===== config.mk =====
export PLATFORM = sky130hd
export DESIGN_NAME = weather_sensor_decoder
export DESIGN_NICKNAME = d
export VERILOG_FILES = /design/src/rtl/weather_sensor_decoder.sv
export SDC_FILE = /design/constraint.sdc
export NUM_CORES = 1
export LEC_CHECK = 0
export ABC_AREA = 1
export CORE_ASPECT_RATIO = 0.7
export CORE_UTILIZATION = 55
export DETAILED_ROUTE_END_ITERATION = 12
export PLACE_DENSITY = 0.76
export SKIP_CTS_REPAIR_TIMING = 1
export SYNTH_ARGS = -nofsm -noshare
export SYNTH_HDL_FRONTEND = slang
export SYNTH_SLANG_ARGS = --single-unit

===== constraint.sdc =====
create_clock -name CLK -period 2.86 [get_ports CLK]
set_input_delay 0.286 -clock CLK [delete_from_list [all_inputs] [get_ports CLK]]
set_output_delay 0.286 -clock CLK [all_outputs]
set_load 0.02 [all_outputs]

===== src/rtl/weather_sensor_decoder.sv =====
// weather_sensor_decoder
// Serial weather-sensor frame decoder. A frame is 26 bits, MSB first:
//   8'hA5 header, thunderstorm(1), wind(6), visibility(2), temperature(8), parity(1).
// The frame is good when the 17 payload bits plus the parity bit hold an even
// number of ones. Good frames update the data outputs and pulse frame_valid.
// Bad frames pulse frame_error and leave the data outputs unchanged.
// Bits are consumed only on edges where svalid=1. svalid=0 holds the decoder
// where it is, with no timeout.
//
// Optional feature, macro WSD_STALE_DETECT_EN:
//   defined   - a 16-bit saturating counter measures the cycles since the last
//               good frame, and sensor_stale is raised once it reaches STALE_CYCLES.
//   undefined - no counter exists and sensor_stale is tied to 0.
//
// Handshake: the sensor side has no back-pressure. sdata is sampled on each
// rising edge where svalid=1. frame_valid and frame_error are one-cycle
// pulses that are mutually exclusive.
module weather_sensor_decoder #(
    parameter int unsigned STALE_CYCLES = 1000
) (
    input  logic       CLK,
    input  logic       RST,
    input  logic       sdata,
    input  logic       svalid,
    output logic       thunderstorm,
    output logic [5:0] wind,
    output logic [1:0] visibility,
    output logic [7:0] temperature,
    output logic       frame_valid,
    output logic       frame_error,
    output logic       sensor_stale,
    output logic [1:0] dec_state
);

    typedef enum logic [1:0] {
        HUNT    = 2'd0,
        PAYLOAD = 2'd1,
        PARITY  = 2'd2
    } state_t;

    localparam logic [7:0]  HEADER      = 8'hA5;
    localparam logic [4:0]  LAST_BIT    = 5'd16;
    localparam logic [15:0] STALE_LIMIT = 16'(STALE_CYCLES);

    state_t      state_q, state_d;
    logic [7:0]  hdr_q, hdr_d;
    logic [16:0] stage_q, stage_d;
    logic [4:0]  cnt_q, cnt_d;
    logic        thunder_q, thunder_d;
    logic [5:0]  wind_q, wind_d;
    logic [1:0]  vis_q, vis_d;
    logic [7:0]  temp_q, temp_d;
    logic        fv_q, fv_d;
    logic        fe_q, fe_d;

    logic [7:0]  hdr_shift;
    logic        parity_ok;

    assign hdr_shift = {hdr_q[6:0], sdata};
    // Even parity over the staged payload together with the incoming parity bit.
    assign parity_ok = ~(^{stage_q, sdata});

    // State, shift registers, data outputs and pulse flags.
    always_ff @(posedge CLK or posedge RST) begin
        if (RST) begin
            state_q   <= HUNT;
            hdr_q     <= 8'h00;
            stage_q   <= 17'd0;
            cnt_q     <= 5'd0;
            thunder_q <= 1'b0;
            wind_q    <= 6'd0;
            vis_q     <= 2'd0;
            temp_q    <= 8'd0;
            fv_q      <= 1'b0;
            fe_q      <= 1'b0;
        end else begin
            state_q   <= state_d;
            hdr_q     <= hdr_d;
            stage_q   <= stage_d;
            cnt_q     <= cnt_d;
            thunder_q <= thunder_d;
            wind_q    <= wind_d;
            vis_q     <= vis_d;
            temp_q    <= temp_d;
            fv_q      <= fv_d;
            fe_q      <= fe_d;
        end
    end

    // Next-state logic. Nothing advances unless svalid qualifies the current bit.
    always_comb begin
        state_d   = state_q;
        hdr_d     = hdr_q;
        stage_d   = stage_q;
        cnt_d     = cnt_q;
        thunder_d = thunder_q;
        wind_d    = wind_q;
        vis_d     = vis_q;
        temp_d    = temp_q;
        fv_d      = 1'b0;
        fe_d      = 1'b0;
        if (svalid) begin
            case (state_q)
                HUNT: begin
                    hdr_d = hdr_shift;
                    if (hdr_shift == HEADER) begin
                        state_d = PAYLOAD;
                        cnt_d   = 5'd0;
                    end
                end
                PAYLOAD: begin
                    stage_d = {stage_q[15:0], sdata};
                    if (cnt_q == LAST_BIT) begin
                        state_d = PARITY;
                        cnt_d   = 5'd0;
                    end else begin
                        cnt_d = cnt_q + 5'd1;
                    end
                end
                PARITY: begin
                    // Clear the header register so frame bits never seed the next match.
                    state_d = HUNT;
                    hdr_d   = 8'h00;
                    if (parity_ok) begin
                        thunder_d = stage_q[16];
                        wind_d    = stage_q[15:10];
                        vis_d     = stage_q[9:8];
                        temp_d    = stage_q[7:0];
                        fv_d      = 1'b1;
                    end else begin
                        fe_d = 1'b1;
                    end
                end
                default: begin
                    state_d = HUNT;
                    hdr_d   = 8'h00;
                end
            endcase
        end
    end

`ifdef WSD_STALE_DETECT_EN
    logic [15:0] stale_cnt_q, stale_cnt_d;

    // Cycles since the last good frame. The counter saturates at all-ones.
    always_comb begin
        stale_cnt_d = stale_cnt_q;
        if (fv_d) begin
            stale_cnt_d = 16'd0;
        end else if (stale_cnt_q != 16'hFFFF) begin
            stale_cnt_d = stale_cnt_q + 16'd1;
        end
    end

    // Stale counter register. It is not stalled by svalid.
    always_ff @(posedge CLK or posedge RST) begin
        if (RST) begin
            stale_cnt_q <= 16'd0;
        end else begin
            stale_cnt_q <= stale_cnt_d;
        end
    end

    assign sensor_stale = (stale_cnt_q >= STALE_LIMIT);
`else
    // The feature is disabled, so this output is a constant 0. The limit
    // stays referenced so that both builds share the same parameter set.
    assign sensor_stale = 1'b0 & (STALE_LIMIT == 16'd0);
`endif

    assign thunderstorm = thunder_q;
    assign wind         = wind_q;
    assign visibility   = vis_q;
    assign temperature  = temp_q;
    assign frame_valid  = fv_q;
    assign frame_error  = fe_q;
    assign dec_state    = state_q;

endmodule

# After elaboration in Yosys (flattened, before gate mapping)
# Cells that the tools add are included.
[totals]
inputBits = 4
word_cells = 40
out_inout_bits = 22
regBits = 50
[op_classes]
n_addsub = 1
eq_ne = 6
bitwise_logic = 2
muxes = 13
reduce_logical = 8
[ops]
columns = ["cell", "n"]
rows = [
  ["$reduce_xor A18 Y1", 1],
  ["$pmux W7 S2", 1],
  ["$mux W5", 2],
  ["$pmux W5 S2", 1],
  ["$reduce_and A3 Y1", 3],
  ["$eq A8 B8 Y1 const B", 1],
  ["$mux W1", 6],
  ["$add A5 B1 Y5 const B", 1],
  ["$eq A5 B5 Y1 const B", 1],
  ["$mux W2", 2],
  ["$ne A2 B2 Y1 const B", 2],
  ["$pmux W2 S2", 1],
  ["$reduce_and A2 Y1", 2],
  ["$eq A2 B1 Y1 const B", 1],
  ["$eq A2 B2 Y1 const B", 1],
  ["$logic_not A2 Y1", 1],
  ["$not A1 Y1", 2],
  ["$reduce_bool A2 Y1", 1],
]

# Longest topological paths before layout
# Gate-level depths: netlist of the first run.
[depth]
word_depth = 4
ltp_mapped = 15
ltp_nobuf = 14

# Worst setup path after synthesis of the first run
# No wires, ideal clock.
[synth_timing]
path_type = "flip-flop to flip-flop"
startpoint = "reg stage_q[15]"
endpoint = "reg temp_q[0], in the netlist temperature[0]"
path_slack_ns = 1.228
arrival_time_ns = 1.516
path_stages_with_launch = 8
t_required_ns = 2.744
period_less_slack_ns = 1.632
setup_ns = 0.116
path_buffers = 1
path_cell_list = "dfrtp_1 -> xnor2_1 -> inv_1 -> nand3_4 -> nand3_4 -> buf_12 -> nand2_4 -> nand2_2"
[synth_via]
elab_chain_cells = 3
[synth_lines]
columns = ["item", "line_no", "text"]
rows = [
  ["start: declaration", "47", "logic [16:0] stage_q, stage_d;"],
  ["start signal: assignment", "79", "stage_q <= stage_d;"],
  ["$reduce_xor A18 Y1", "61", "assign parity_ok = ~(^{stage_q, sdata});"],
  ["$not A1 Y1 (no line)", "--", ""],
  ["$reduce_and A3 Y1 (no line)", "--", ""],
  ["end signal: assignment", "84", "temp_q <= temp_d;"],
  ["end: declaration", "52", "logic [7:0] temp_q, temp_d;"],
]
# Every way passes these cells.
# A chain may end at the register's enable or synchronous reset.

# Final worst setup path of the first run
[layout_timing]
startpoint = "reg stage_q[0]"
endpoint = "reg wind_q[3], in the netlist wind[3]"
[layout_via]
elab_chain_cells = 3
[layout_lines]
columns = ["item", "line_no", "text"]
rows = [
  ["$reduce_xor A18 Y1", "61", ""],
  ["$not A1 Y1 (no line)", "--", ""],
  ["$reduce_and A3 Y1 (no line)", "--", ""],
  ["end signal: assignment", "82", "wind_q <= wind_d;"],
  ["end: declaration", "50", "logic [5:0] wind_q, wind_d;"],
]
# Every way passes these cells.

==> results.toml, run 1 <==
[global_route]
antenna_found_initial = 0
overflow = 0
grt_use_total = 0.2272
grt_pass1_vias = 1781
grt_start_max_net_pins = 23
grt_pass1_wl_um = 8666

[timing]
setup_viol = 0
hold_viol = 0
min_period_over_period = 0.6867
rsz0062_at_grt = "no"
clock_skew_ns = 0.008931
tightest_slew_ns = 0.5372
maxSlewHeadroom = 0.6410
slew_viol_final = 0
finalSetupTns_ns = 0
min_period_ns = 1.964
max_freq_mhz = 509.2

[setup_path]
rr_worst_depth = 12
crit_end = "wind[3]"
path_class = "reg2reg"
worst_setup_path_start_kind = "flip-flop"
cp_common_cell = "nand2_1"
r2r-end = "wind[3]"
worst-path-max-fanout = 19
worst_ep_arrival_time_ns = 2.16
worstPathRequired_ns = 3.06
startpoint = "stage_q[0]"
r2r_start = "stage_q[0]"
path_cells = "nor2_2, inv_1, nand2_1, nand2_1, nand2_1, nand2_1, nand2_2, nand2_4, nand3_4, nand3_4, nand2_1, nand2_1"
rrSetupSlack_ns = 0.90
cp-end-kind = "flip-flop"
critPathMaxStageDelay_ns = 0.46
crit_path_top_delay_cell = "dfrtp_1"

[clocking]
cts_tree = "yes"
cts_buffers = 5
cts-root-buf = "clkbuf_8"
cts.htree.levels = 2
max-clock-path-buffers = 2
insertion_delay_ns = 0.30
clk_pin_slew_ns = 0.09
clock_sinks = 50

[floorplan]
core-area_sq_um = 4479
die_w_um = 84.97
start_util = 0.5916
num_rows = 20
boundaryPins = 26
chipHeight_um = 60.08
dieArea_sq_um = 5104

[logic_synthesis]
netlist_area_sq_um = 2650
ys_types = 31
yosysWarningCount = 0
ys_ff_latch = 50
yosysSeqAreaShare = 0.4721
synthCells = 325
avgSynthCellArea_sq_um = 8.154
synth_fp_nets = 331

[pwr]
p_per_area_nw_per_um2 = 1026
p_total_mw = 3.118
ir_drop_uv = 544.8
total_leakage_power_nw = 1.522

[job]
max-cap-violations = 0

[routing]
drtAntennaViolNets = 0
drtIter0Drc = 191
drc_errors = 5
vias_per_cell = 5.125
drt_wl_total_um = 5074
wl_per_cell_um = 12.41
vias = 2096
dr.pass1.iters = 9

[status]
status = "complete, but fails checks"
violations = "design-rule violations"

[finish]
nNetsFinal = 359
antennaDiodeCount = 0
drive_gt1_frac = 0.1667
fill_cells = 389
utilization = 0.6785
area_growth_pct = 14.68

[min_path]
hp-class = "in2async"

[placed_design]
finalWeightedCongestion = 0.7812
io_buffer_count = 24
dp_hpwl_um = 3917
==> sequential cells by signal, indices dropped and copies added, names as in the netlist <==
name	count
temperature	8
stage_q	17
frame_valid	1
hdr_q	7
visibility	2
cnt_q	5
wind	6
thunderstorm	1
dec_state	2
frame_error	1
==> per-layer routing <==
layer / GRT usage / vias up / wire length (um)
met5: 0 / - / 0
met2: 0.2949 / 41 / 1982
li1: - / 1088 / -
met3: 0.05801 / 2 / 261
met4: 0.07264 / 0 / 40
met1: 0.3610 / 965 / 2790
==> worst max-delay path: cells and delay by family, from the launching register on <==
family,cells,cell delay [ns]
AND/OR/NAND/NOR,11,1.34
buffers and inverters,1,0.05
flip-flops,1,0.46
==> how the worst min path moves through the flow <==
stage	start	to	slack, ns	cells past startpoint
3_3_place_gp	visibility[0]	visibility[0]	0.46	2
3_5_place_dp	wind[0]	wind[0]	0.46	2
5_1_grt	RST	temperature[1]	0.25	2
2_1_floorplan	svalid	cnt_q[1]	0.44	2
6_report	RST	temperature[1]	0.24	2
4_1_cts	RST	temperature[1]	0.25	2
==> through the flow <==
stage / worst slack (ns) / hold slack, ns / instance area, sq um / instances
global route: 0.7153 / 0.2489 / 3039 / 409
finish: 0.8961 / 0.2406 / 3039 / 409
detailed placement: 0.6014 / 0.4624 / 2944 / 401
floorplan: 1.228 / 0.4361 / 2650 / 325
global placement: 0.6641 / 0.4579 / 2944 / 401
CTS: 0.9043 / 0.2454 / 3039 / 409
==> area by class of cell <==
cell class	instances	area (sq um)	share of cell area
clock buffers	6	82.58	0.02717
clock inverters	2	12.51	0.004117
flip-flops and latches	50	1251	0.4117
well taps	55	68.82	0.02264
inverters	39	146.4	0.04817
multi-input cells	228	1200	0.3948
repair buffers	29	277.8	0.09140
==> power by group <==
group / internal [mW] / switching (mW)
Combinational: 0.570 / 1.00
Clock: 0.195 / 0.228
Sequential: 0.908 / 0.215
==> cell families (layout without fill, tap and decap cells) <==
family | count (synthesis) | in the layout | synth area share
AOI/OAI and AO/OA | 32 | 32 | 0.06516
buffers and inverters | 47 | 76 | 0.07507
adders and majority gates | 2 | 2 | 0.009441
other | 1 | 1 | 0.001415
xor gates and xnor gates | 3 | 3 | 0.009917
DFF | 50 | 50 | 0.4721
and+or+nand+nor | 189 | 189 | 0.3626
muxes | 1 | 1 | 0.004249
==> Yosys cell counts (all sizes together) <==
cell type / n / area share
xor2: 1 / 0.0033
dfrtp: 50 / 0.47
conb: 1 / 0.0014
nand4: 19 / 0.045
nand2: 144 / 0.26
mux2: 1 / 0.0042
ha: 2 / 0.0094
xnor2: 2 / 0.0066
nor3b: 1 / 0.0028
clkinv: 1 / 0.0014
a21oi: 2 / 0.0038
a21boi: 1 / 0.0028
clkbuf: 4 / 0.0057
nand3: 6 / 0.021
nor3: 3 / 0.0076
o21ai: 22 / 0.042
buf: 4 / 0.014
o22ai: 6 / 0.014
inv: 38 / 0.054
nor2: 15 / 0.024
or2: 1 / 0.0024
o31ai: 1 / 0.0028
==> layout by cell type, fill, tap and decap left out, types with 3 or more instances in the layout <==
cell and count:
nand2_1 114, dfrtp_1 50, inv_1 30, clkdlybuf4s50_1 24
o21ai_0 22, nand4_1 19, nand2_2 17, nor2_1 12
nand2_4 12, inv_2 8, o22ai_1 6, clkbuf_8 6
buf_4 5, nand3_1 4, nor2_2 3
(Power assumes the default switching activity.)
==> run 2: changes to the inputs <==
CORE_UTILIZATION = 51   (was 55)
PLACE_DENSITY = 0.74   (was 0.76)
clock period = 1.7 ns   (was 2.86 ns; I/O delays follow)
==> run 2 against run 1 <==
Effect of this change: the run ends with negative setup slack left; sequential share of layout area fell by 4.4 points; via count up 6.2%; cell area rose by 13%; critical path type unchanged; final cell count is 11% higher; wire length rose by 9.4%; die area rose by 7.6%; power is 94% higher; first-iteration DRC count shrank 42%; clock skew is essentially flat; worst setup slack got worse by 0.93 ns; combinational power rose by 110%; largest power group unchanged; register-to-register slack worse by 0.93 ns.
==> results.toml, run 2 (synthesis results as in run 1) <==
[floorplan]
die_w_um = 88.16
core-area_sq_um = 4887
dieArea_sq_um = 5493
chipHeight_um = 62.31
boundaryPins = 26
start_util = 0.5422
num_rows = 21

[finish]
regMostFlops = "stage_q"
nNetsFinal = 388
final_common_cell = "nand2_1"
multi_input_area_sq_um = 1264
most-common-layout-cells = "nand2_1, dfrtp_1, nand2_2"
area_growth_pct = 29.65
regArea_sq_um = 1264
largest_reg_flops = 17
utilization = 0.7030
antennaDiodeCount = 0
fill_cells = 374
final_cell_area_sq_um = 3436
drive_gt1_frac = 0.3159

[timing]
min_period_ns = 1.739
max_freq_mhz = 575.1
clock_skew_ns = 0.008437
hold_viol = 0
setup_viol = 17
holdWs_ns = 0.1355
finalSetupTns_ns = -0.2981
rsz0062_at_grt = "yes"
slew_viol_final = 0
layout_setup_ws_ns = -0.03891
min_period_over_period = 1.023

[setup_path]
critPathTopFamily = "simple AND/OR/NAND/NOR gates"
cp_common_cell = "nand2_2"
worst-path-max-fanout = 5
critPathBufInv = 2
worst_ep_arrival_time_ns = 1.94
rr_worst_depth = 14
cp-end-kind = "flip-flop"
cp.depth = 14
worstPathRequired_ns = 1.90
worst_setup_path_start_kind = "flip-flop"
crit_path_top_delay_cell = "dfrtp_2"
critPathMaxStageDelay_ns = 0.44
path_class = "reg2reg"
path_cells = "buf_4, nand2_1, nand2_2, nand2_2, nand2_2, nand3_2, nand2_2, nand2_4, nand2_4, nand2_8, nand3_4, clkbuf_16, nand2_4, nand2_2"

[placed_design]
io_buffer_count = 24
dp_hpwl_um = 4017
dpl_cell_area_sq_um = 3112
place_ws_ns = -0.2063
finalWeightedCongestion = 0.8240

[routing]
vias_per_cell = 4.923
drtIter0Drc = 111
drt_wl_total_um = 5550
drtAntennaViolNets = 0
vias = 2225
drc_errors = 0
dr.pass1.iters = 4
wl_per_cell_um = 12.28

[status]
status = "complete, but fails checks"
violations = "negative setup slack"

[global_route]
overflow = 0
grt_pass1_wl_um = 9142
grt_pass1_vias = 1945
antenna_found_initial = 0
grt_start_max_net_pins = 38
grt_use_total = 0.2168

[clocking]
cts.htree.levels = 2
clk_pin_slew_ns = 0.10
clock_sinks = 50
max-clock-path-buffers = 2
cts_buffers = 5
cts_tree = "yes"
cts-root-buf = "clkbuf_8"
insertion_delay_ns = 0.30

[pwr]
total_leakage_power_nw = 1.697
p_per_area_nw_per_um2 = 1765
ir_drop_uv = 876.5

[min_path]
hp-class = "in2async"

[job]
max-cap-violations = 0
[run 2: cell types whose count changed in the layout (fill, tap and decap cells not counted), moves of 2 or more]
cell / before / now
buf_4: 5 / 29
nand2_1: 114 / 97
nand2_2: 17 / 33
dfrtp_1: 50 / 40
dfrtp_2: 0 / 10
buf_12: 0 / 3
inv_2: 8 / 11
inv_1: 30 / 28
[run 2: area by class of cell]
cell class              count  area share
flip-flops and latches     50      0.3678
multi-input cells         228      0.3678
repair buffers             58      0.1613
inverters                  39     0.04261
well taps                  69     0.02513
clock buffers               6     0.02403
clock inverters             2     0.01129
[run 2: worst paths after layout]
path | startpoint | end | slack (ns)
worst max-delay path | stage_q[11] | temperature[2] | -0.04
worst min-delay path | RST | cnt_q[2] | 0.14
worst max register to register | stage_q[11] | temperature[2] | -0.04
worst min register to register | wind[2] | wind[2] | 0.49
max in group asynchronous | RST | stage_q[7] | 1.05
min in group CLK | wind[2] | wind[2] | 0.49
[run 2: metrics by stage]
step	std cells	total power [mW]
6_report	452	6.064
5_1_grt	452	6.529
4_1_cts	438	5.768
3_5_place_dp	430	4.863
3_3_place_gp	430	4.767
2_1_floorplan	325	3.909
[run 2: per-layer routing]
layer / routed length (um) / up-vias / track usage
met3: 221 / 4 / 0.03989
met5: 0 / - / 0
met4: 50 / 0 / 0.06653
met2: 2365 / 42 / 0.2868
met1: 2913 / 1038 / 0.3527
li1: - / 1141 / -
[run 2: where the power goes]
part           switching (mW)  total [mW]  internal [mW]
logic                    1.88        3.27           1.40
clock network           0.412       0.896          0.485
registers               0.353        1.89           1.54
total                    2.64        6.06           3.42
